File: src/rtl/conv_sched_if.sv
// Bus between the convolution sequencer, the pixel memory, the MAC and the writeback stage.
// The master side is the sequencer; the slave side is the surrounding datapath.
interface conv_sched_if #(
  parameter int IMG_LOG2 = 6,
  parameter int DATA_W   = 16
);
  localparam int AW = 2 * IMG_LOG2;

  logic                ready;
  logic                busy;
  logic [AW-1:0]       iaddr;
  logic [DATA_W-1:0]   idata;
  logic [3:0]          cnt_pixel;
  logic [DATA_W-1:0]   pi0;
  logic [DATA_W-1:0]   pi1;
  logic [DATA_W-1:0]   pi2;
  logic [IMG_LOG2-1:0] cnt_length;
  logic [IMG_LOG2-1:0] cnt_width;
  logic                flag_corner;
  logic                flag_upbot;
  logic                flag_lfri;
  logic                conv_valid;
  logic [AW-1:0]       conv_addr;
  logic                out_ready;
  logic                done;

  modport master (
    input  ready, idata, out_ready,
    output busy, iaddr, cnt_pixel, pi0, pi1, pi2, cnt_length, cnt_width,
           flag_corner, flag_upbot, flag_lfri, conv_valid, conv_addr, done
  );

  modport slave (
    output ready, idata, out_ready,
    input  busy, iaddr, cnt_pixel, pi0, pi1, pi2, cnt_length, cnt_width,
           flag_corner, flag_upbot, flag_lfri, conv_valid, conv_addr, done
  );
endinterface

File: src/rtl/conv_sched.sv
// Raster-order sequencer for the two-kernel 3x3 convolution MAC: fetches the in-image
// window taps column-major, packs them into pi0..pi2 and hands each result to writeback.
module conv_sched #(
  parameter int IMG_LOG2 = 6,
  parameter int DATA_W   = 16
) (
  input  logic         clk,
  input  logic         reset,
  conv_sched_if.master bus
);
  localparam int AW = 2 * IMG_LOG2;
  localparam logic [IMG_LOG2-1:0] LAST = '1;

  typedef enum logic [2:0] {S_IDLE, S_FETCH, S_DRAIN, S_LATCH, S_OUT, S_DONE} state_t;

  state_t              state_q;
  logic [IMG_LOG2-1:0] row_q, col_q, tr_q, tc_q;
  logic [3:0]          tap_q, ntap_q, cnt_q;
  logic [1:0]          slot_q;
  logic [AW-1:0]       iaddr_q;
  logic [DATA_W-1:0]   pi0_q, pi1_q, pi2_q;
  logic                corner_q, upbot_q, lfri_q, busy_q, valid_q, done_q;

  logic [IMG_LOG2-1:0] nrow_d, ncol_d, tr_d, tc_d;
  logic                last_pos, start_d, capture_d, redge_d, cedge_d;
  logic [3:0]          ntap_d;

  function automatic logic [IMG_LOG2-1:0] win_lo(input logic [IMG_LOG2-1:0] p);
    return (p == '0) ? p : p - 1'b1;
  endfunction

  function automatic logic [IMG_LOG2-1:0] win_hi(input logic [IMG_LOG2-1:0] p);
    return (p == LAST) ? p : p + 1'b1;
  endfunction

  // Position that the next FETCH will work on: origin from IDLE, raster successor from OUT.
  always_comb begin
    nrow_d = '0;
    ncol_d = '0;
    if (state_q == S_OUT) begin
      ncol_d = col_q + 1'b1;
      nrow_d = (col_q == LAST) ? row_q + 1'b1 : row_q;
    end
  end

  assign last_pos  = (row_q == LAST) && (col_q == LAST);
  assign start_d   = ((state_q == S_IDLE) && bus.ready) ||
                     ((state_q == S_OUT) && bus.out_ready && !last_pos);
  assign capture_d = (state_q == S_DRAIN) || ((state_q == S_FETCH) && (tap_q != 4'd1));
  assign redge_d   = (nrow_d == '0) || (nrow_d == LAST);
  assign cedge_d   = (ncol_d == '0) || (ncol_d == LAST);
  assign ntap_d    = (redge_d && cedge_d) ? 4'd4 : ((redge_d || cedge_d) ? 4'd6 : 4'd9);

  // Column-major walk of the clipped window: rows top to bottom, then next column.
  assign tr_d = (tr_q == win_hi(row_q)) ? win_lo(row_q) : tr_q + 1'b1;
  assign tc_d = (tr_q == win_hi(row_q)) ? tc_q + 1'b1 : tc_q;

  always_ff @(posedge clk or negedge reset) begin
    if (!reset) begin
      state_q  <= S_IDLE;
      row_q    <= '0;
      col_q    <= '0;
      tr_q     <= '0;
      tc_q     <= '0;
      tap_q    <= '0;
      ntap_q   <= '0;
      cnt_q    <= '0;
      slot_q   <= '0;
      iaddr_q  <= '0;
      pi0_q    <= '0;
      pi1_q    <= '0;
      pi2_q    <= '0;
      corner_q <= 1'b0;
      upbot_q  <= 1'b0;
      lfri_q   <= 1'b0;
      busy_q   <= 1'b0;
      valid_q  <= 1'b0;
      done_q   <= 1'b0;
    end else begin
      // Memory data lags iaddr by one cycle, so each capture belongs to the previous tap.
      if (capture_d) begin
        case (slot_q)
          2'd0:    pi0_q <= bus.idata;
          2'd1:    pi1_q <= bus.idata;
          default: pi2_q <= bus.idata;
        endcase
        cnt_q  <= cnt_q + 1'b1;
        slot_q <= (slot_q == 2'd2) ? 2'd0 : slot_q + 1'b1;
      end
      if (start_d) begin
        row_q    <= nrow_d;
        col_q    <= ncol_d;
        tr_q     <= win_lo(nrow_d);
        tc_q     <= win_lo(ncol_d);
        iaddr_q  <= {win_lo(nrow_d), win_lo(ncol_d)};
        tap_q    <= 4'd1;
        ntap_q   <= ntap_d;
        slot_q   <= 2'd0;
        corner_q <= redge_d && cedge_d;
        upbot_q  <= redge_d && !cedge_d;
        lfri_q   <= cedge_d && !redge_d;
      end
      case (state_q)
        S_IDLE: begin
          if (bus.ready) begin
            busy_q  <= 1'b1;
            state_q <= S_FETCH;
          end
        end
        S_FETCH: begin
          if (tap_q == ntap_q) begin
            iaddr_q <= '0;
            state_q <= S_DRAIN;
          end else begin
            tr_q    <= tr_d;
            tc_q    <= tc_d;
            iaddr_q <= {tr_d, tc_d};
            tap_q   <= tap_q + 1'b1;
          end
        end
        S_DRAIN: state_q <= S_LATCH;
        S_LATCH: begin
          cnt_q   <= '0;
          valid_q <= 1'b1;
          state_q <= S_OUT;
        end
        S_OUT: begin
          if (bus.out_ready) begin
            valid_q <= 1'b0;
            if (last_pos) begin
              state_q  <= S_DONE;
              done_q   <= 1'b1;
              busy_q   <= 1'b0;
              row_q    <= '0;
              col_q    <= '0;
              corner_q <= 1'b0;
              upbot_q  <= 1'b0;
              lfri_q   <= 1'b0;
            end else begin
              state_q <= S_FETCH;
            end
          end
        end
        S_DONE: begin
          done_q  <= 1'b0;
          state_q <= S_IDLE;
        end
        default: state_q <= S_IDLE;
      endcase
    end
  end

  assign bus.busy        = busy_q;
  assign bus.iaddr       = iaddr_q;
  assign bus.cnt_pixel   = cnt_q;
  assign bus.pi0         = pi0_q;
  assign bus.pi1         = pi1_q;
  assign bus.pi2         = pi2_q;
  assign bus.cnt_length  = row_q;
  assign bus.cnt_width   = col_q;
  assign bus.flag_corner = corner_q;
  assign bus.flag_upbot  = upbot_q;
  assign bus.flag_lfri   = lfri_q;
  assign bus.conv_valid  = valid_q;
  assign bus.conv_addr   = {row_q, col_q};
  assign bus.done        = done_q;
endmodule

File: src/flat_wrapper.sv
// flat-port wrapper written by rule: the top's interface ports become plain ports
module conv_sched_flat 
#(
  parameter int IMG_LOG2 = 6,
  parameter int DATA_W   = 16
)
  (clk, reset, bus_ready, bus_idata, bus_out_ready, bus_busy, bus_iaddr, bus_cnt_pixel, bus_pi0, bus_pi1, bus_pi2, bus_cnt_length, bus_cnt_width, bus_flag_corner, bus_flag_upbot, bus_flag_lfri, bus_conv_valid, bus_conv_addr, bus_done);
  conv_sched_if #(.IMG_LOG2(IMG_LOG2), .DATA_W(DATA_W)) bus_i ();
  input  logic clk;
  input  logic reset;
  input wire logic [$bits(bus_i.ready)-1:0] bus_ready;
  input wire logic [$bits(bus_i.idata)-1:0] bus_idata;
  input wire logic [$bits(bus_i.out_ready)-1:0] bus_out_ready;
  output wire logic [$bits(bus_i.busy)-1:0] bus_busy;
  output wire logic [$bits(bus_i.iaddr)-1:0] bus_iaddr;
  output wire logic [$bits(bus_i.cnt_pixel)-1:0] bus_cnt_pixel;
  output wire logic [$bits(bus_i.pi0)-1:0] bus_pi0;
  output wire logic [$bits(bus_i.pi1)-1:0] bus_pi1;
  output wire logic [$bits(bus_i.pi2)-1:0] bus_pi2;
  output wire logic [$bits(bus_i.cnt_length)-1:0] bus_cnt_length;
  output wire logic [$bits(bus_i.cnt_width)-1:0] bus_cnt_width;
  output wire logic [$bits(bus_i.flag_corner)-1:0] bus_flag_corner;
  output wire logic [$bits(bus_i.flag_upbot)-1:0] bus_flag_upbot;
  output wire logic [$bits(bus_i.flag_lfri)-1:0] bus_flag_lfri;
  output wire logic [$bits(bus_i.conv_valid)-1:0] bus_conv_valid;
  output wire logic [$bits(bus_i.conv_addr)-1:0] bus_conv_addr;
  output wire logic [$bits(bus_i.done)-1:0] bus_done;
  assign bus_i.ready = bus_ready;
  assign bus_i.idata = bus_idata;
  assign bus_i.out_ready = bus_out_ready;
  assign bus_busy = bus_i.busy;
  assign bus_iaddr = bus_i.iaddr;
  assign bus_cnt_pixel = bus_i.cnt_pixel;
  assign bus_pi0 = bus_i.pi0;
  assign bus_pi1 = bus_i.pi1;
  assign bus_pi2 = bus_i.pi2;
  assign bus_cnt_length = bus_i.cnt_length;
  assign bus_cnt_width = bus_i.cnt_width;
  assign bus_flag_corner = bus_i.flag_corner;
  assign bus_flag_upbot = bus_i.flag_upbot;
  assign bus_flag_lfri = bus_i.flag_lfri;
  assign bus_conv_valid = bus_i.conv_valid;
  assign bus_conv_addr = bus_i.conv_addr;
  assign bus_done = bus_i.done;
  conv_sched #(.IMG_LOG2(IMG_LOG2), .DATA_W(DATA_W)) u_core (.clk(clk), .reset(reset), .bus(bus_i));
endmodule
File: config.mk
export PLATFORM = sky130hd
export DESIGN_NAME = conv_sched_flat
export DESIGN_NICKNAME = d
export VERILOG_FILES = /design/src/rtl/conv_sched_if.sv /design/src/rtl/conv_sched.sv /design/src/flat_wrapper.sv
export SDC_FILE = /design/constraint.sdc
export NUM_CORES = 1
export LEC_CHECK = 0
export ABC_AREA = 0
export CORE_AREA = 2 2 118 120
export CTS_BUF_LIST = sky130_fd_sc_hd__clkbuf_8 sky130_fd_sc_hd__clkbuf_16
export DETAILED_ROUTE_END_ITERATION = 12
export DIE_AREA = 0 0 120 122
export PLACE_DENSITY = 0.77
export SLEW_MARGIN = 20
export SYNTH_ARGS = -nofsm -noshare
export SYNTH_HDL_FRONTEND = slang
export SYNTH_SLANG_ARGS = --single-unit
export TNS_END_PERCENT = 50
File: constraint.sdc
create_clock -name clk -period 7.1 [get_ports clk]
set_input_delay 1.065 -clock clk [delete_from_list [all_inputs] [get_ports clk]]
set_output_delay 1.065 -clock clk [all_outputs]
set_load 0.1 [all_outputs]
# After elaboration in Yosys (flattened, before gate mapping)
# Cells that the tools add are included.
[word_totals]
reg_bits = 107
input_bits = 20
out_inout_bits = 94
wordCells = 145
[classes]
n_addsub = 10
eq_ne = 18
n_mux = 62
bitwise_logic = 1
n_reduce_logical = 35
[ops]
columns = ["cell", "n"]
rows = [
  ["6-bit 2-to-1 mux", 23],
  ["12-bit 2-to-1 mux", 3],
  ["4-bit 2-to-1 mux", 7],
  ["6-bit by 1-bit adder with 6-bit output (second input constant)", 4],
  ["6-bit equality test (second input constant)", 4],
  ["6-bit zero test", 3],
  ["1-bit 2-to-1 mux", 18],
  ["6-bit by 1-bit subtractor with 6-bit output (second input constant)", 3],
  ["3-bit one-hot mux with 5 select lines", 1],
  ["3-bit 2-to-1 mux", 4],
  ["2-bit nonzero test", 6],
  ["4-bit by 1-bit adder with 4-bit output (second input constant)", 2],
  ["1-bit logical AND", 8],
  ["2-bit AND reduction", 4],
  ["3-bit by 2-bit equality test with 1-bit output (second input constant)", 2],
  ["3-bit equality test (second input constant)", 2],
  ["6-bit equality test", 1],
  ["2-bit 2-to-1 mux", 3],
  ["2-bit != test (second input constant)", 3],
  ["1-bit one-hot mux with 2 select lines", 3],
  ["3-bit AND reduction", 2],
  ["1-bit logical OR", 5],
  ["4-bit equality test", 1],
  ["4-bit by 1-bit != test with 1-bit output (second input constant)", 1],
  ["11 further kinds", 13],
]

# Logic depth before layout (Yosys ltp)
# Gate-level depths: netlist (run 1).
[logic_depth]
ltp_word = 11
depth_mapped = 13
ltp_nobuf = 11

# Least setup slack after synthesis (run 1)
# No wires, ideal clock.
[synth_path]
path_type = "reg-to-reg"
startpoint = "register u_core.row_q[0] (netlist: u_core.bus.cnt_length[0])"
endpoint = "register u_core.lfri_q (netlist: u_core.bus.flag_lfri)"
setup_ps = 140
arrival_ps = 3414
t_required_ps = 6960
slack_ps = 3546
path_stages_with_launch = 14
n_path_buf = 2
period_less_slack_ps = 3554
cell_sequence = "dfrtp_1 -> buf_6 -> inv_1 -> ha_1 -> clkbuf_1 -> nand2b_1 -> or4_1 -> and4_4 -> nor3_1 -> nand2b_1 -> inv_1 -> ha_1 -> nand2_1 -> a21oi_1"
[synth_between]
elab_chain_cells = 11
elab_cells_between_ends = 17
classes_between = "1 x add/sub; 2 x eq/ne; 6 x mux; 8 x reduce/logical"
[synth_rtl]
columns = ["item", "line", "text"]
rows = [
  ["start, declared", "conv_sched.sv:17", "logic [IMG_LOG2-1:0] row_q, col_q, tr_q, tc_q;"],
  ["start signal, assigned", "conv_sched.sv:91", "row_q <= nrow_d;"],
  ["6-bit by 1-bit adder with 6-bit output", "conv_sched.sv:42", "nrow_d = (col_q == LAST) ? row_q + 1'b1 : row_q;"],
  ["6-bit 2-to-1 mux", "conv_sched.sv:42", ""],
  ["6-bit 2-to-1 mux", "conv_sched.sv:40", "if (state_q == S_OUT) begin"],
  ["6-bit equality test / 6-bit zero test (equally long branches)", "conv_sched.sv:50", "assign redge_d = (nrow_d == '0) || (nrow_d == LAST);"],
  ["1-bit logical OR", "conv_sched.sv:50", ""],
  ["1-bit zero test", "conv_sched.sv:101", "lfri_q <= cedge_d && !redge_d;"],
  ["1-bit logical AND", "conv_sched.sv:101", ""],
  ["1-bit 2-to-1 mux", "conv_sched.sv:90", "if (start_d) begin"],
  ["1-bit 2-to-1 mux", "conv_sched.sv:130", "if (last_pos) begin"],
  ["1-bit 2-to-1 mux", "conv_sched.sv:128", "if (bus.out_ready) begin"],
  ["1-bit 2-to-1 mux *", "conv_sched.sv:103", "case (state_q)"],
  ["end signal, assigned", "conv_sched.sv:101", ""],
  ["end, declared", "conv_sched.sv:22", "logic corner_q, upbot_q, lfri_q, busy_q, valid_q, done_q;"],
]
# Every way passes the cells marked *; elsewhere a longest branch is shown, timed or not.
# A chain may end at the register's enable or synchronous reset.

# Worst setup path after layout (run 1)
# Ends and elaborated chain as after synthesis.

==> run_summary.xml, run 1 <==
<?xml version="1.0" encoding="UTF-8"?>
<metrics>
  <group name="run_status">
    <metric name="run_status" unit="">completed</metric>
  </group>
  <group name="timing">
    <metric name="timing.final.crit_share" unit="%">49.4</metric>
    <metric name="worstMarginPinSlew" unit="ns">1.02</metric>
    <metric name="max_freq" unit="MHz">285</metric>
    <metric name="worst_slew_margin_rel" unit="%">31.9</metric>
    <metric name="period_needed" unit="ns">3.51</metric>
    <metric name="setup_slack" unit="ns">3.59</metric>
    <metric name="timing.final.setup_violations" unit="">0</metric>
    <metric name="finalSetupTns" unit="ns">0</metric>
    <metric name="clock-skew-final" unit="ns">0.00799</metric>
    <metric name="rsz0062_at_grt" unit="">false</metric>
    <metric name="final-max-slew-violation-count" unit="">0</metric>
    <metric name="hold_violations" unit="">0</metric>
  </group>
  <group name="critical_path">
    <metric name="data_required_time_of_the_worst_path" unit="ns">7.32</metric>
    <metric name="worst_r2r_startpoint" unit="">u_core.bus.cnt_length[0]</metric>
    <metric name="worst-path-max-fanout" unit="">15</metric>
    <metric name="timing.critical_path.arrival" unit="ns">3.73</metric>
    <metric name="worst_setup_path_class" unit="">reg2reg</metric>
    <metric name="critical_path.reg2reg.endpoint" unit="">u_core.bus.flag_lfri</metric>
    <metric name="critical_path.top_delay_family" unit="">simple AND/OR/NAND/NOR gates</metric>
    <metric name="worst-path-buf-inv" unit="">2</metric>
    <metric name="reg2reg_depth" unit="">11</metric>
    <metric name="critical_path.cell_chain" unit="">inv_1 &gt; ha_1 &gt; nand2b_1 &gt; or4_1 &gt; and4_4 &gt; nor3_1 &gt; nand2b_1 &gt; inv_1 &gt; ha_1 &gt; nand2_1 &gt; a21oi_1</metric>
    <metric name="critPathCaptureType" unit="">flop</metric>
    <metric name="critical_path.max_stage_delay" unit="ns">0.72</metric>
    <metric name="critical_path.slowest_cell" unit="">sky130_fd_sc_hd__dfrtp_1</metric>
    <metric name="worst_setup_path_start_kind" unit="">flop</metric>
    <metric name="r2r_setup_slack" unit="ns">3.59</metric>
  </group>
  <group name="hold_path">
    <metric name="hold_path_class" unit="">reg2reg</metric>
    <metric name="holdPathStages" unit="">1</metric>
    <metric name="whs_endpoint" unit="">u_core.bus.pi1[13]</metric>
    <metric name="holdCritStartpoint" unit="">u_core.bus.pi1[13]</metric>
  </group>
  <group name="global_routing">
    <metric name="globalRouteTotalUtil" unit="%">22.4</metric>
    <metric name="grt_util_met1" unit="%">26.9</metric>
    <metric name="grt_use_met2" unit="%">37.5</metric>
    <metric name="met3_resource_use_gr" unit="%">7.40</metric>
    <metric name="grt-busiest-layer" unit="">met2</metric>
    <metric name="grt_first_pass_wirelength" unit="um">26000</metric>
    <metric name="pin_count_of_the_biggest_net_entering_global_routing" unit="">56</metric>
    <metric name="first_global_vias" unit="">5081</metric>
    <metric name="globalRouteOverflowTotal" unit="">0</metric>
    <metric name="grt_antenna_before_repair" unit="">0</metric>
  </group>
  <group name="clock_tree">
    <metric name="cts_resized" unit="">0</metric>
    <metric name="tritoncts_clock_tree" unit="">done</metric>
    <metric name="worst_skew_pair.late_latency" unit="ns">0.34</metric>
    <metric name="post-cts-setup-buffer-count" unit="">0</metric>
    <metric name="ctsHtreeMaxLevel" unit="">3</metric>
    <metric name="cts_hold_buffers" unit="">0</metric>
    <metric name="clock_sink_count" unit="">106</metric>
    <metric name="worst_setup_hold_path_clk_slew" unit="ns">0.07</metric>
    <metric name="cell_chosen_for_the_clock_root" unit="">sky130_fd_sc_hd__clkbuf_16</metric>
    <metric name="cts-root-to-sink-buffers" unit="">2</metric>
    <metric name="cts_inserted_buffers" unit="">9</metric>
  </group>
  <group name="route">
    <metric name="dr.first_iter.drc_count" unit="">371</metric>
    <metric name="post-route-drc-count" unit="">0</metric>
    <metric name="postRouteWirelength" unit="um">15900</metric>
    <metric name="total_number_of_vias" unit="">5030</metric>
    <metric name="drt_pass1_iterations" unit="">5</metric>
    <metric name="detail-route-antenna-nets" unit="">0</metric>
    <metric name="vias_per_cell" unit="">5.75</metric>
    <metric name="routedWlPerCell" unit="um">18.2</metric>
  </group>
  <group name="logic_synthesis">
    <metric name="synth_flop_cell" unit="">sky130_fd_sc_hd__dfrtp_1</metric>
    <metric name="ys_ff_latch" unit="">106</metric>
    <metric name="yosys.area.top_type" unit="">sky130_fd_sc_hd__dfrtp_1</metric>
    <metric name="synth-seq-area-share" unit="%">44.2</metric>
    <metric name="synth_top_cell_area_share" unit="%">44.2</metric>
    <metric name="syn-instance-count" unit="">609</metric>
    <metric name="synthesis.nets" unit="">646</metric>
    <metric name="synth_top_cells_by_area" unit="">sky130_fd_sc_hd__dfrtp_1, sky130_fd_sc_hd__mux2_2, sky130_fd_sc_hd__a21oi_1</metric>
    <metric name="syn_avg_cell_area" unit="um^2">9.86</metric>
    <metric name="synth_edf_count" unit="">0</metric>
    <metric name="number_of_distinct_library_cell_variants_in_the_gate_level_netlist_after_synthesis" unit="">73</metric>
    <metric name="yosys_warnings" unit="">0</metric>
    <metric name="synth-async-reset-ratio" unit="%">100</metric>
    <metric name="post_synth_instance_area" unit="um^2">6000</metric>
  </group>
  <group name="layout">
    <metric name="multi_input_comb_area" unit="um^2">3050</metric>
    <metric name="num_antenna_cells" unit="">0</metric>
    <metric name="layout_common_cells" unit="">sky130_fd_sc_hd__clkdlybuf4s50_1, sky130_fd_sc_hd__dfrtp_1, sky130_fd_sc_hd__nand2_1, sky130_fd_sc_hd__nor2_1, sky130_fd_sc_hd__a21oi_1</metric>
    <metric name="area_growth_synth_to_finish" unit="%">23.9</metric>
    <metric name="design.final.nets" unit="">727</metric>
    <metric name="mostFrequentLayoutCell" unit="">sky130_fd_sc_hd__clkdlybuf4s50_1</metric>
    <metric name="final_core_occ" unit="%">55.1</metric>
    <metric name="layout-drive-gt1-share" unit="%">13.2</metric>
    <metric name="ff_latch_area" unit="um^2">2650</metric>
    <metric name="fillerInstances" unit="">1181</metric>
  </group>
  <group name="run">
    <metric name="drv_cap" unit="">0</metric>
  </group>
  <group name="floorplan">
    <metric name="std_cell_rows" unit="">43</metric>
    <metric name="initial_core_utilization" unit="%">44.5</metric>
    <metric name="core-area" unit="um^2">13500</metric>
    <metric name="die_width" unit="um">120</metric>
    <metric name="floorplan.io_pins" unit="">114</metric>
    <metric name="die_height" unit="um">122</metric>
    <metric name="floorplan.die_area" unit="um^2">14600</metric>
  </group>
  <group name="place">
    <metric name="pre_cts_ws" unit="ns">3.56</metric>
    <metric name="port_buffers" unit="">113</metric>
    <metric name="hpwlAfterDp" unit="um">11400</metric>
    <metric name="gpl.final_weighted_congestion" unit="">0.948</metric>
  </group>
</metrics>
[routing by layer]
metal / wire length (um) / vias up
li1: - / 2314
met1: 6560 / 2520
met2: 7760 / 174
met3: 1260 / 22
met4: 323 / 0
met5: 0 / -
[synth_stat cells (all sizes together), types with 3 or more instances]
master  number
and3         6
a21o         4
o31ai        4
or3          4
clkbuf      15
xor2        18
xnor2       19
o21ai       27
buf         34
inv         11
nand3       18
nor3b        5
nand2       62
dfrtp      106
mux2        48
ha          17
and2         3
a211oi       5
nor4         7
o22ai        3
nor3        22
nand2b       4
a31oi        7
nor2        48
o211ai       3
or2          5
nand4       10
a21oi       49
mux2i        5
and4         3
nor2b        4
a311oi       3
[worst max-delay path by stage]
| stage | start | end | slack (ns) | cells after the start |
|---|---|---|---|---|
| 2_1_floorplan | u_core.bus.cnt_length[0] | u_core.bus.flag_lfri | 3.55 | 13 |
| 3_3_place_gp | bus_out_ready | u_core.bus.iaddr[5] | 3.64 | 5 |
| 3_5_place_dp | bus_out_ready | u_core.bus.iaddr[5] | 3.56 | 5 |
| 4_1_cts | u_core.bus.cnt_length[0] | u_core.bus.flag_lfri | 3.63 | 11 |
| 5_1_grt | u_core.bus.cnt_length[0] | u_core.bus.flag_lfri | 3.36 | 11 |
| 6_report | u_core.bus.cnt_length[0] | u_core.bus.flag_lfri | 3.59 | 11 |
[sequential cells by signal, indices dropped and copies added (netlist names)]
signal	flops
u_core.bus.busy	1
u_core.bus.cnt_length	6
u_core.bus.cnt_pixel	4
u_core.bus.cnt_width	6
u_core.bus.conv_valid	1
u_core.bus.done	1
u_core.bus.flag_corner	1
u_core.bus.flag_lfri	1
u_core.bus.flag_upbot	1
u_core.bus.iaddr	12
u_core.bus.pi0	16
u_core.bus.pi1	16
u_core.bus.pi2	16
u_core.ntap_q	3
u_core.slot_q	2
u_core.state_q	3
u_core.tap_q	4
u_core.tc_q	6
u_core.tr_q	6
[stage by stage]
stage,instances,cell area (um^2),hold slack (ns)
final,875,7440,0.486
after global routing,875,7440,0.512
after CTS,875,7440,0.491
after detailed placement,859,7140,0.475
after global placement,859,7140,0.463
after floorplan,609,6000,0.454
[worst reg2reg max path: cells and delay by family (launching register included)]
family | cells | cell delay, ns
buf+inv | 2 | 0.35
simple gates | 6 | 1.57
flops | 1 | 0.72
fa+ha+maj | 2 | 0.68
compound gates | 1 | 0.07
[kinds of logic (layout without fill, tap and decap cells)]
logic type               after synthesis  in the layout  share of synthesized area [%]
AO/OA/AOI/OAI                        129            129                           13.6
XOR/XNOR                              37             37                           5.52
adder cells (fa/ha/maj)               17             17                           3.54
buffers and inverters                 60            146                           5.23
flip-flops                           106            106                           44.2
multiplexers                          53             53                           9.90
AND/OR/NAND/NOR                      207            207                           18.0
[cell type report]
| type | instances | share of cell area (%) |
|---|---|---|
| inverters | 11 | 0.555 |
| clock inverters | 6 | 0.773 |
| well taps | 180 | 3.03 |
| multi-input cells | 443 | 41.0 |
| flip-flops and latches | 106 | 35.6 |
| repair buffers | 119 | 15.8 |
| clock buffers | 10 | 3.21 |
Power of run 1 is not shown: default switching activity piles up to over one toggle a cycle in this logic, so the estimate is an artifact.
==> run 2, diff against run 1 <==
--- a/config.mk
+++ b/config.mk
@@ -10,7 +10,7 @@
 export CTS_BUF_LIST = sky130_fd_sc_hd__clkbuf_8 sky130_fd_sc_hd__clkbuf_16
 export DETAILED_ROUTE_END_ITERATION = 12
 export DIE_AREA = 0 0 120 122
-export PLACE_DENSITY = 0.77
+export PLACE_DENSITY = 0.79
 export SLEW_MARGIN = 20
 export SYNTH_ARGS = -nofsm -noshare
 export SYNTH_HDL_FRONTEND = slang
==> constraint.sdc (replaced) <==
create_clock -name clk -period 2.8 [get_ports clk]
set_input_delay 0.42 -clock clk [delete_from_list [all_inputs] [get_ports clk]]
set_output_delay 0.42 -clock clk [all_outputs]
set_load 0.1 [all_outputs]
==> run 2 against run 1 <==
  * Final cell count rose by 3.5%
  * Core utilization rose by 0.73 points
  * Sequential cell count did not move
  * Largest cell class unchanged
  * Highest routed layer unchanged
  * Critical path type unchanged
  * Register-to-register slack got worse by 3.4 ns
  * First-iteration DRC count fell by 10%
==> run_summary.xml, run 2 (synthesized netlist as in run 1, its figures left out) <==
<?xml version="1.0" encoding="UTF-8"?>
<metrics>
  <group name="run_status">
    <metric name="run_status" unit="">completed</metric>
  </group>
  <group name="floorplan">
    <metric name="floorplan.io_pins" unit="">114</metric>
    <metric name="std_cell_rows" unit="">43</metric>
    <metric name="die_width" unit="um">120</metric>
    <metric name="die_height" unit="um">122</metric>
    <metric name="core-area" unit="um^2">13500</metric>
    <metric name="initial_core_utilization" unit="%">44.5</metric>
    <metric name="floorplan.die_area" unit="um^2">14600</metric>
  </group>
  <group name="critical_path">
    <metric name="worst_setup_path_class" unit="">reg2reg</metric>
    <metric name="crit_path_end" unit="">u_core.ntap_q[0]</metric>
    <metric name="reg2reg_depth" unit="">11</metric>
    <metric name="data_required_time_of_the_worst_path" unit="ns">3.05</metric>
    <metric name="timing.critical_path.arrival" unit="ns">2.85</metric>
    <metric name="worst-path-max-fanout" unit="">8</metric>
    <metric name="critical_path.reg2reg.endpoint" unit="">u_core.ntap_q[0]</metric>
    <metric name="worst_setup_path_start_kind" unit="">flop</metric>
    <metric name="worst_r2r_startpoint" unit="">u_core.bus.cnt_length[1]</metric>
    <metric name="critPathCaptureType" unit="">flop</metric>
    <metric name="r2r_setup_slack" unit="ns">0.20</metric>
    <metric name="cp-startpoint" unit="">u_core.bus.cnt_length[1]</metric>
  </group>
  <group name="place">
    <metric name="hpwlAfterDp" unit="um">12200</metric>
    <metric name="placed_area" unit="um^2">7230</metric>
    <metric name="gpl.final_weighted_congestion" unit="">0.894</metric>
    <metric name="numPlacedInstances" unit="">890</metric>
    <metric name="pre_cts_ws" unit="ns">0.0785</metric>
    <metric name="port_buffers" unit="">113</metric>
  </group>
  <group name="layout">
    <metric name="mostFrequentLayoutCell" unit="">sky130_fd_sc_hd__buf_4</metric>
    <metric name="final_cell_area" unit="um^2">7540</metric>
    <metric name="design.final.nets" unit="">758</metric>
    <metric name="layout_common_cells" unit="">sky130_fd_sc_hd__buf_4, sky130_fd_sc_hd__dfrtp_1, sky130_fd_sc_hd__nand2_1, sky130_fd_sc_hd__nor2_1, sky130_fd_sc_hd__a21oi_1</metric>
    <metric name="layoutNonFillerInstCount" unit="">906</metric>
    <metric name="layout-drive-gt1-share" unit="%">32.8</metric>
    <metric name="num_antenna_cells" unit="">0</metric>
    <metric name="area_growth_synth_to_finish" unit="%">25.6</metric>
  </group>
  <group name="route">
    <metric name="detail-route-antenna-nets" unit="">0</metric>
    <metric name="dr.first_iter.drc_count" unit="">333</metric>
    <metric name="postRouteWirelength" unit="um">16500</metric>
    <metric name="total_number_of_vias" unit="">5037</metric>
    <metric name="vias_per_cell" unit="">5.56</metric>
    <metric name="drt_pass1_iterations" unit="">5</metric>
    <metric name="post-route-drc-count" unit="">0</metric>
    <metric name="routedWlPerCell" unit="um">18.2</metric>
  </group>
  <group name="clock_tree">
    <metric name="clock_sink_count" unit="">106</metric>
    <metric name="cell_chosen_for_the_clock_root" unit="">sky130_fd_sc_hd__clkbuf_16</metric>
    <metric name="ctsHtreeMaxLevel" unit="">3</metric>
    <metric name="post-cts-setup-buffer-count" unit="">0</metric>
    <metric name="worst_skew_pair.late_latency" unit="ns">0.36</metric>
    <metric name="worst_setup_hold_path_clk_slew" unit="ns">0.08</metric>
    <metric name="tritoncts_clock_tree" unit="">done</metric>
    <metric name="cts-root-to-sink-buffers" unit="">2</metric>
    <metric name="cts_inserted_buffers" unit="">9</metric>
  </group>
  <group name="global_routing">
    <metric name="grt_antenna_before_repair" unit="">0</metric>
    <metric name="pin_count_of_the_biggest_net_entering_global_routing" unit="">47</metric>
    <metric name="grt_first_pass_wirelength" unit="um">27200</metric>
    <metric name="first_global_vias" unit="">5358</metric>
    <metric name="grt_util_met1" unit="%">28.5</metric>
    <metric name="globalRouteOverflowTotal" unit="">0</metric>
    <metric name="met3_resource_use_gr" unit="%">6.51</metric>
    <metric name="globalRouteTotalUtil" unit="%">23.5</metric>
    <metric name="grt_use_met2" unit="%">40.5</metric>
    <metric name="grt-busiest-layer" unit="">met2</metric>
  </group>
  <group name="timing">
    <metric name="period_needed" unit="ns">2.60</metric>
    <metric name="timing.final.setup_violations" unit="">0</metric>
    <metric name="holdWs" unit="ns">0.0644</metric>
    <metric name="worst_slew_margin_rel" unit="%">56.9</metric>
    <metric name="final-max-slew-violation-count" unit="">0</metric>
    <metric name="worstMarginPinSlew" unit="ns">0.640</metric>
    <metric name="setup_slack" unit="ns">0.198</metric>
    <metric name="clock-skew-final" unit="ns">0.0174</metric>
    <metric name="rsz0062_at_grt" unit="">false</metric>
    <metric name="timing.final.crit_share" unit="%">92.9</metric>
    <metric name="max_freq" unit="MHz">384</metric>
    <metric name="hold_violations" unit="">0</metric>
  </group>
  <group name="run">
    <metric name="drv_cap" unit="">0</metric>
  </group>
  <group name="hold_path">
    <metric name="hold_path_class" unit="">in2async</metric>
  </group>
</metrics>
[run 2: cell count changes in the layout (fill, tap and decap cells not counted), moves of 2 or more]
cell	previous run	this run
sky130_fd_sc_hd__buf_4	7	130
sky130_fd_sc_hd__clkdlybuf4s50_1	112	18
sky130_fd_sc_hd__dfrtp_1	106	96
sky130_fd_sc_hd__dfrtp_2	0	5
sky130_fd_sc_hd__dfrtp_4	0	5
sky130_fd_sc_hd__inv_1	14	9
sky130_fd_sc_hd__inv_8	0	4
sky130_fd_sc_hd__buf_12	0	2
sky130_fd_sc_hd__ha_1	17	15
sky130_fd_sc_hd__nand2b_1	4	2
sky130_fd_sc_hd__nand2b_4	0	2
sky130_fd_sc_hd__o21ai_0	23	21
sky130_fd_sc_hd__o21ai_1	4	6
[run 2: worst min-delay path by stage]
stage                      from           endpoint  slack (ns)
final                     reset  u_core.bus.pi0[3]        0.06
after global routing      reset  u_core.state_q[1]        0.11
after CTS                 reset   u_core.slot_q[1]        0.08
after detailed placement  reset  u_core.bus.pi2[0]        0.46
after global placement    reset  u_core.bus.pi2[0]        0.45
after floorplan           reset    u_core.bus.busy        0.12
[run 2: area by class of cell]
type	count	area (um^2)
tap	180	225
fill	1173	5960
clock inverter	7	77.6
inverter	11	46.3
sequential	106	2680
clock buffer	9	225
multi-input combinational	443	3090
timing repair buffer	150	1200
[run 2: per-layer routing]
layer / up-vias / wire length, um / part of all wire, %
met3: 22 / 1100 / 6.7
met2: 173 / 8170 / 50
li1: 2387 / - / -
met4: 0 / 374 / 2.3
met1: 2455 / 6810 / 41
met5: - / 0 / 0
[run 2: timing repair]
item	4_1_cts	5_1_grt
gates resized for setup	0	3
hold buffers	0	0
setup endpoints to repair	0	17
[run 2: stage by stage]
stage | util [%] | setup TNS, ns
final | 55.8 | 0
after CTS | 55.8 | 0
after floorplan | - | -0.0269
after detailed placement | 53.5 | 0
after global placement | 53.5 | 0
after global routing | 55.8 | 0
[run 2: worst max-delay path, stage by stage, from the launching register on]
cell and delay, ns:
sky130_fd_sc_hd__dfrtp_4 0.51, sky130_fd_sc_hd__inv_2 0.12, sky130_fd_sc_hd__ha_4 0.24, sky130_fd_sc_hd__nand2b_4 0.14, sky130_fd_sc_hd__or4_1 0.48, sky130_fd_sc_hd__and4_4 0.22, sky130_fd_sc_hd__nor3_4 0.19, sky130_fd_sc_hd__nand2b_4 0.20
sky130_fd_sc_hd__inv_1 0.08, sky130_fd_sc_hd__ha_1 0.21, sky130_fd_sc_hd__nand2_1 0.06, sky130_fd_sc_hd__nand2_1 0.05
Power of run 2 is left out for the same reason.
==> run 3, diff against run 2 <==
--- a/config.mk
+++ b/config.mk
@@ -6,13 +6,13 @@
 export NUM_CORES = 1
 export LEC_CHECK = 0
 export ABC_AREA = 0
-export CORE_AREA = 2 2 118 120
+export CORE_AREA = 5 5 129 131
 export CTS_BUF_LIST = sky130_fd_sc_hd__clkbuf_8 sky130_fd_sc_hd__clkbuf_16
 export DETAILED_ROUTE_END_ITERATION = 12
-export DIE_AREA = 0 0 120 122
-export PLACE_DENSITY = 0.79
+export DIE_AREA = 0 0 134 136
+export PLACE_DENSITY = 0.72
 export SLEW_MARGIN = 20
 export SYNTH_ARGS = -nofsm -noshare
 export SYNTH_HDL_FRONTEND = slang
 export SYNTH_SLANG_ARGS = --single-unit
-export TNS_END_PERCENT = 50
+export TNS_END_PERCENT = 5
==> run 3 against run 2 <==
  * Register-to-register slack worse by 0.04 ns
  * Die area up 24%
  * Sequential share of layout area grew 0.27 points
  * Worst hold slack lost 0.0087 ns
  * Global-route usage is 4.4 points lower
  * Cell area fell by 0.76%
  * Setup slack lost 0.044 ns
  * Fmax down 1.7%
  * Count of clock-buffer cells in the layout unchanged
  * Clock skew shrank 0.0098 ns
  * Via count rose by 0.85%
  * Critical path depth down 2
  * Highest routed layer unchanged
==> run_summary.xml, run 3 (synthesized netlist as in run 1, its figures left out) <==
<?xml version="1.0" encoding="UTF-8"?>
<metrics>
  <group name="run_status">
    <metric name="run_status" unit="">completed</metric>
  </group>
  <group name="route">
    <metric name="route.top_layer_used" unit="">met4</metric>
    <metric name="post-route-drc-count" unit="">0</metric>
    <metric name="met3WireLength" unit="um">1600</metric>
    <metric name="metal1_wirelength" unit="um">6860</metric>
    <metric name="dr.first_iter.drc_count" unit="">316</metric>
    <metric name="detail-route-antenna-nets" unit="">0</metric>
    <metric name="postRouteWirelength" unit="um">17000</metric>
    <metric name="total_number_of_vias" unit="">5080</metric>
    <metric name="routed-wl-met2" unit="um">8160</metric>
    <metric name="drt_pass1_iterations" unit="">5</metric>
    <metric name="routedWlPerCell" unit="um">18.8</metric>
    <metric name="vias_per_cell" unit="">5.60</metric>
  </group>
  <group name="critical_path">
    <metric name="worst_setup_path_start_kind" unit="">flop</metric>
    <metric name="data_required_time_of_the_worst_path" unit="ns">3.08</metric>
    <metric name="critical_path.top_delay_family" unit="">simple AND/OR/NAND/NOR gates</metric>
    <metric name="critical_path.slowest_cell" unit="">sky130_fd_sc_hd__dfrtp_4</metric>
    <metric name="crit_path_end" unit="">u_core.bus.iaddr[9]</metric>
    <metric name="worst_setup_path_class" unit="">reg2reg</metric>
    <metric name="reg2reg_depth" unit="">9</metric>
    <metric name="r2r_setup_slack" unit="ns">0.15</metric>
    <metric name="worst-path-buf-inv" unit="">1</metric>
    <metric name="worst_r2r_startpoint" unit="">u_core.bus.cnt_length[0]</metric>
    <metric name="timing.critical_path.arrival" unit="ns">2.92</metric>
    <metric name="critPathCaptureType" unit="">flop</metric>
    <metric name="critical_path_cell_count" unit="">9</metric>
    <metric name="worst-path-max-fanout" unit="">8</metric>
    <metric name="cp-startpoint" unit="">u_core.bus.cnt_length[0]</metric>
    <metric name="critical_path.max_stage_delay" unit="ns">0.54</metric>
    <metric name="critical_path.reg2reg.endpoint" unit="">u_core.bus.iaddr[9]</metric>
    <metric name="critical_path.cell_chain" unit="">inv_4 &gt; ha_4 &gt; nand2b_1 &gt; or4_1 &gt; and4_4 &gt; or2_1 &gt; o31ai_2 &gt; o21ai_0 &gt; a21oi_1</metric>
  </group>
  <group name="global_routing">
    <metric name="grt_antenna_before_repair" unit="">0</metric>
    <metric name="grt_first_pass_wirelength" unit="um">27800</metric>
    <metric name="globalRouteOverflowTotal" unit="">0</metric>
    <metric name="first_global_vias" unit="">5213</metric>
    <metric name="globalRouteTotalUtil" unit="%">19.1</metric>
    <metric name="pin_count_of_the_biggest_net_entering_global_routing" unit="">63</metric>
  </group>
  <group name="clock_tree">
    <metric name="worst_skew_pair.late_latency" unit="ns">0.35</metric>
    <metric name="post-cts-setup-buffer-count" unit="">0</metric>
    <metric name="tritoncts_clock_tree" unit="">done</metric>
    <metric name="cell_chosen_for_the_clock_root" unit="">sky130_fd_sc_hd__clkbuf_16</metric>
    <metric name="cts-root-to-sink-buffers" unit="">2</metric>
    <metric name="cts_inserted_buffers" unit="">9</metric>
    <metric name="worst_setup_hold_path_clk_slew" unit="ns">0.07</metric>
    <metric name="clock_sink_count" unit="">106</metric>
    <metric name="ctsHtreeMaxLevel" unit="">3</metric>
  </group>
  <group name="floorplan">
    <metric name="die_width" unit="um">134</metric>
    <metric name="core-area" unit="um^2">15500</metric>
    <metric name="floorplan.io_pins" unit="">114</metric>
    <metric name="std_cell_rows" unit="">46</metric>
    <metric name="die_height" unit="um">136</metric>
    <metric name="initial_core_utilization" unit="%">38.8</metric>
    <metric name="floorplan.die_area" unit="um^2">18200</metric>
  </group>
  <group name="timing">
    <metric name="rsz0062_at_grt" unit="">false</metric>
    <metric name="worst_slew_margin_rel" unit="%">58.4</metric>
    <metric name="clock-skew-final" unit="ns">0.00756</metric>
    <metric name="setup_slack" unit="ns">0.154</metric>
    <metric name="holdWs" unit="ns">0.0557</metric>
    <metric name="hold_violations" unit="">0</metric>
    <metric name="final-max-slew-violation-count" unit="">0</metric>
    <metric name="timing.final.crit_share" unit="%">94.5</metric>
    <metric name="period_needed" unit="ns">2.65</metric>
    <metric name="worstMarginPinSlew" unit="ns">0.623</metric>
    <metric name="timing.final.setup_violations" unit="">0</metric>
    <metric name="max_freq" unit="MHz">378</metric>
  </group>
  <group name="place">
    <metric name="numPlacedInstances" unit="">892</metric>
    <metric name="hpwlAfterDp" unit="um">12600</metric>
    <metric name="gpl.final_weighted_congestion" unit="">0.916</metric>
    <metric name="pre_cts_ws" unit="ns">0.0441</metric>
    <metric name="port_buffers" unit="">113</metric>
  </group>
  <group name="layout">
    <metric name="layout-drive-gt1-share" unit="%">31.7</metric>
    <metric name="area_growth_synth_to_finish" unit="%">24.6</metric>
    <metric name="layout_common_cells" unit="">sky130_fd_sc_hd__buf_4, sky130_fd_sc_hd__dfrtp_1, sky130_fd_sc_hd__nand2_1, sky130_fd_sc_hd__nor2_1, sky130_fd_sc_hd__a21oi_1</metric>
    <metric name="layoutNonFillerInstCount" unit="">907</metric>
    <metric name="num_antenna_cells" unit="">0</metric>
    <metric name="mostFrequentLayoutCell" unit="">sky130_fd_sc_hd__buf_4</metric>
    <metric name="design.final.nets" unit="">748</metric>
  </group>
  <group name="run">
    <metric name="drv_cap" unit="">0</metric>
  </group>
  <group name="hold_path">
    <metric name="hold_path_class" unit="">in2async</metric>
  </group>
</metrics>
-- run 3: changes by cell type in the layout (fill, tap and decap cells not counted), sizes merged --
| cell | before | now |
|---|---|---|
| bufinv | 0 | 1 |
| buf | 132 | 122 |
| clkinv | 2 | 1 |
| clkinvlp | 1 | 2 |
| inv | 15 | 13 |
-- run 3: worst min-delay path by stage --
stage	to	cells past startpoint	from
6_report	u_core.bus.pi1[6]	1	reset
5_1_grt	u_core.bus.pi2[9]	1	reset
4_1_cts	u_core.bus.pi2[9]	1	reset
3_5_place_dp	u_core.bus.pi1[6]	1	reset
3_3_place_gp	u_core.bus.pi1[9]	1	reset
2_1_floorplan	u_core.bus.busy	0	reset
-- run 3: through the flow --
stage / cell area (um^2) / util, % / TNS (ns)
finish: 7480 / 48.3 / 0
global route: 7480 / 48.3 / 0
CTS: 7460 / 48.2 / 0
detailed placement: 7160 / 46.2 / 0
global placement: 7160 / 46.2 / 0
floorplan: 6080 / - / -0.0366
-- run 3: what timing repair did --
action / CTS / global route
endpoints found under the setup margin: 0 / 23
hold buffers: 0 / 0
gates resized for setup: 0 / 5
-- run 3: routing by layer --
| metal | up-vias | GRT usage (%) |
|---|---|---|
| li1 | 2363 | - |
| met2 | 188 | 32.2 |
| met5 | - | 0 |
| met4 | 0 | 6.00 |
| met3 | 27 | 7.55 |
| met1 | 2502 | 22.4 |
-- run 3: final cells by class --
cell class                      count  area [um^2]
Sequential cell                   106         2680
Fill cell                        1422         8000
Multi-Input combinational cell    443         3100
Clock inverter                      6         73.8
Clock buffer                        9          225
Inverter                           11         43.8
Timing Repair Buffer              140         1120
Tap cell                          192          240
Power of run 3 is left out for the same reason.
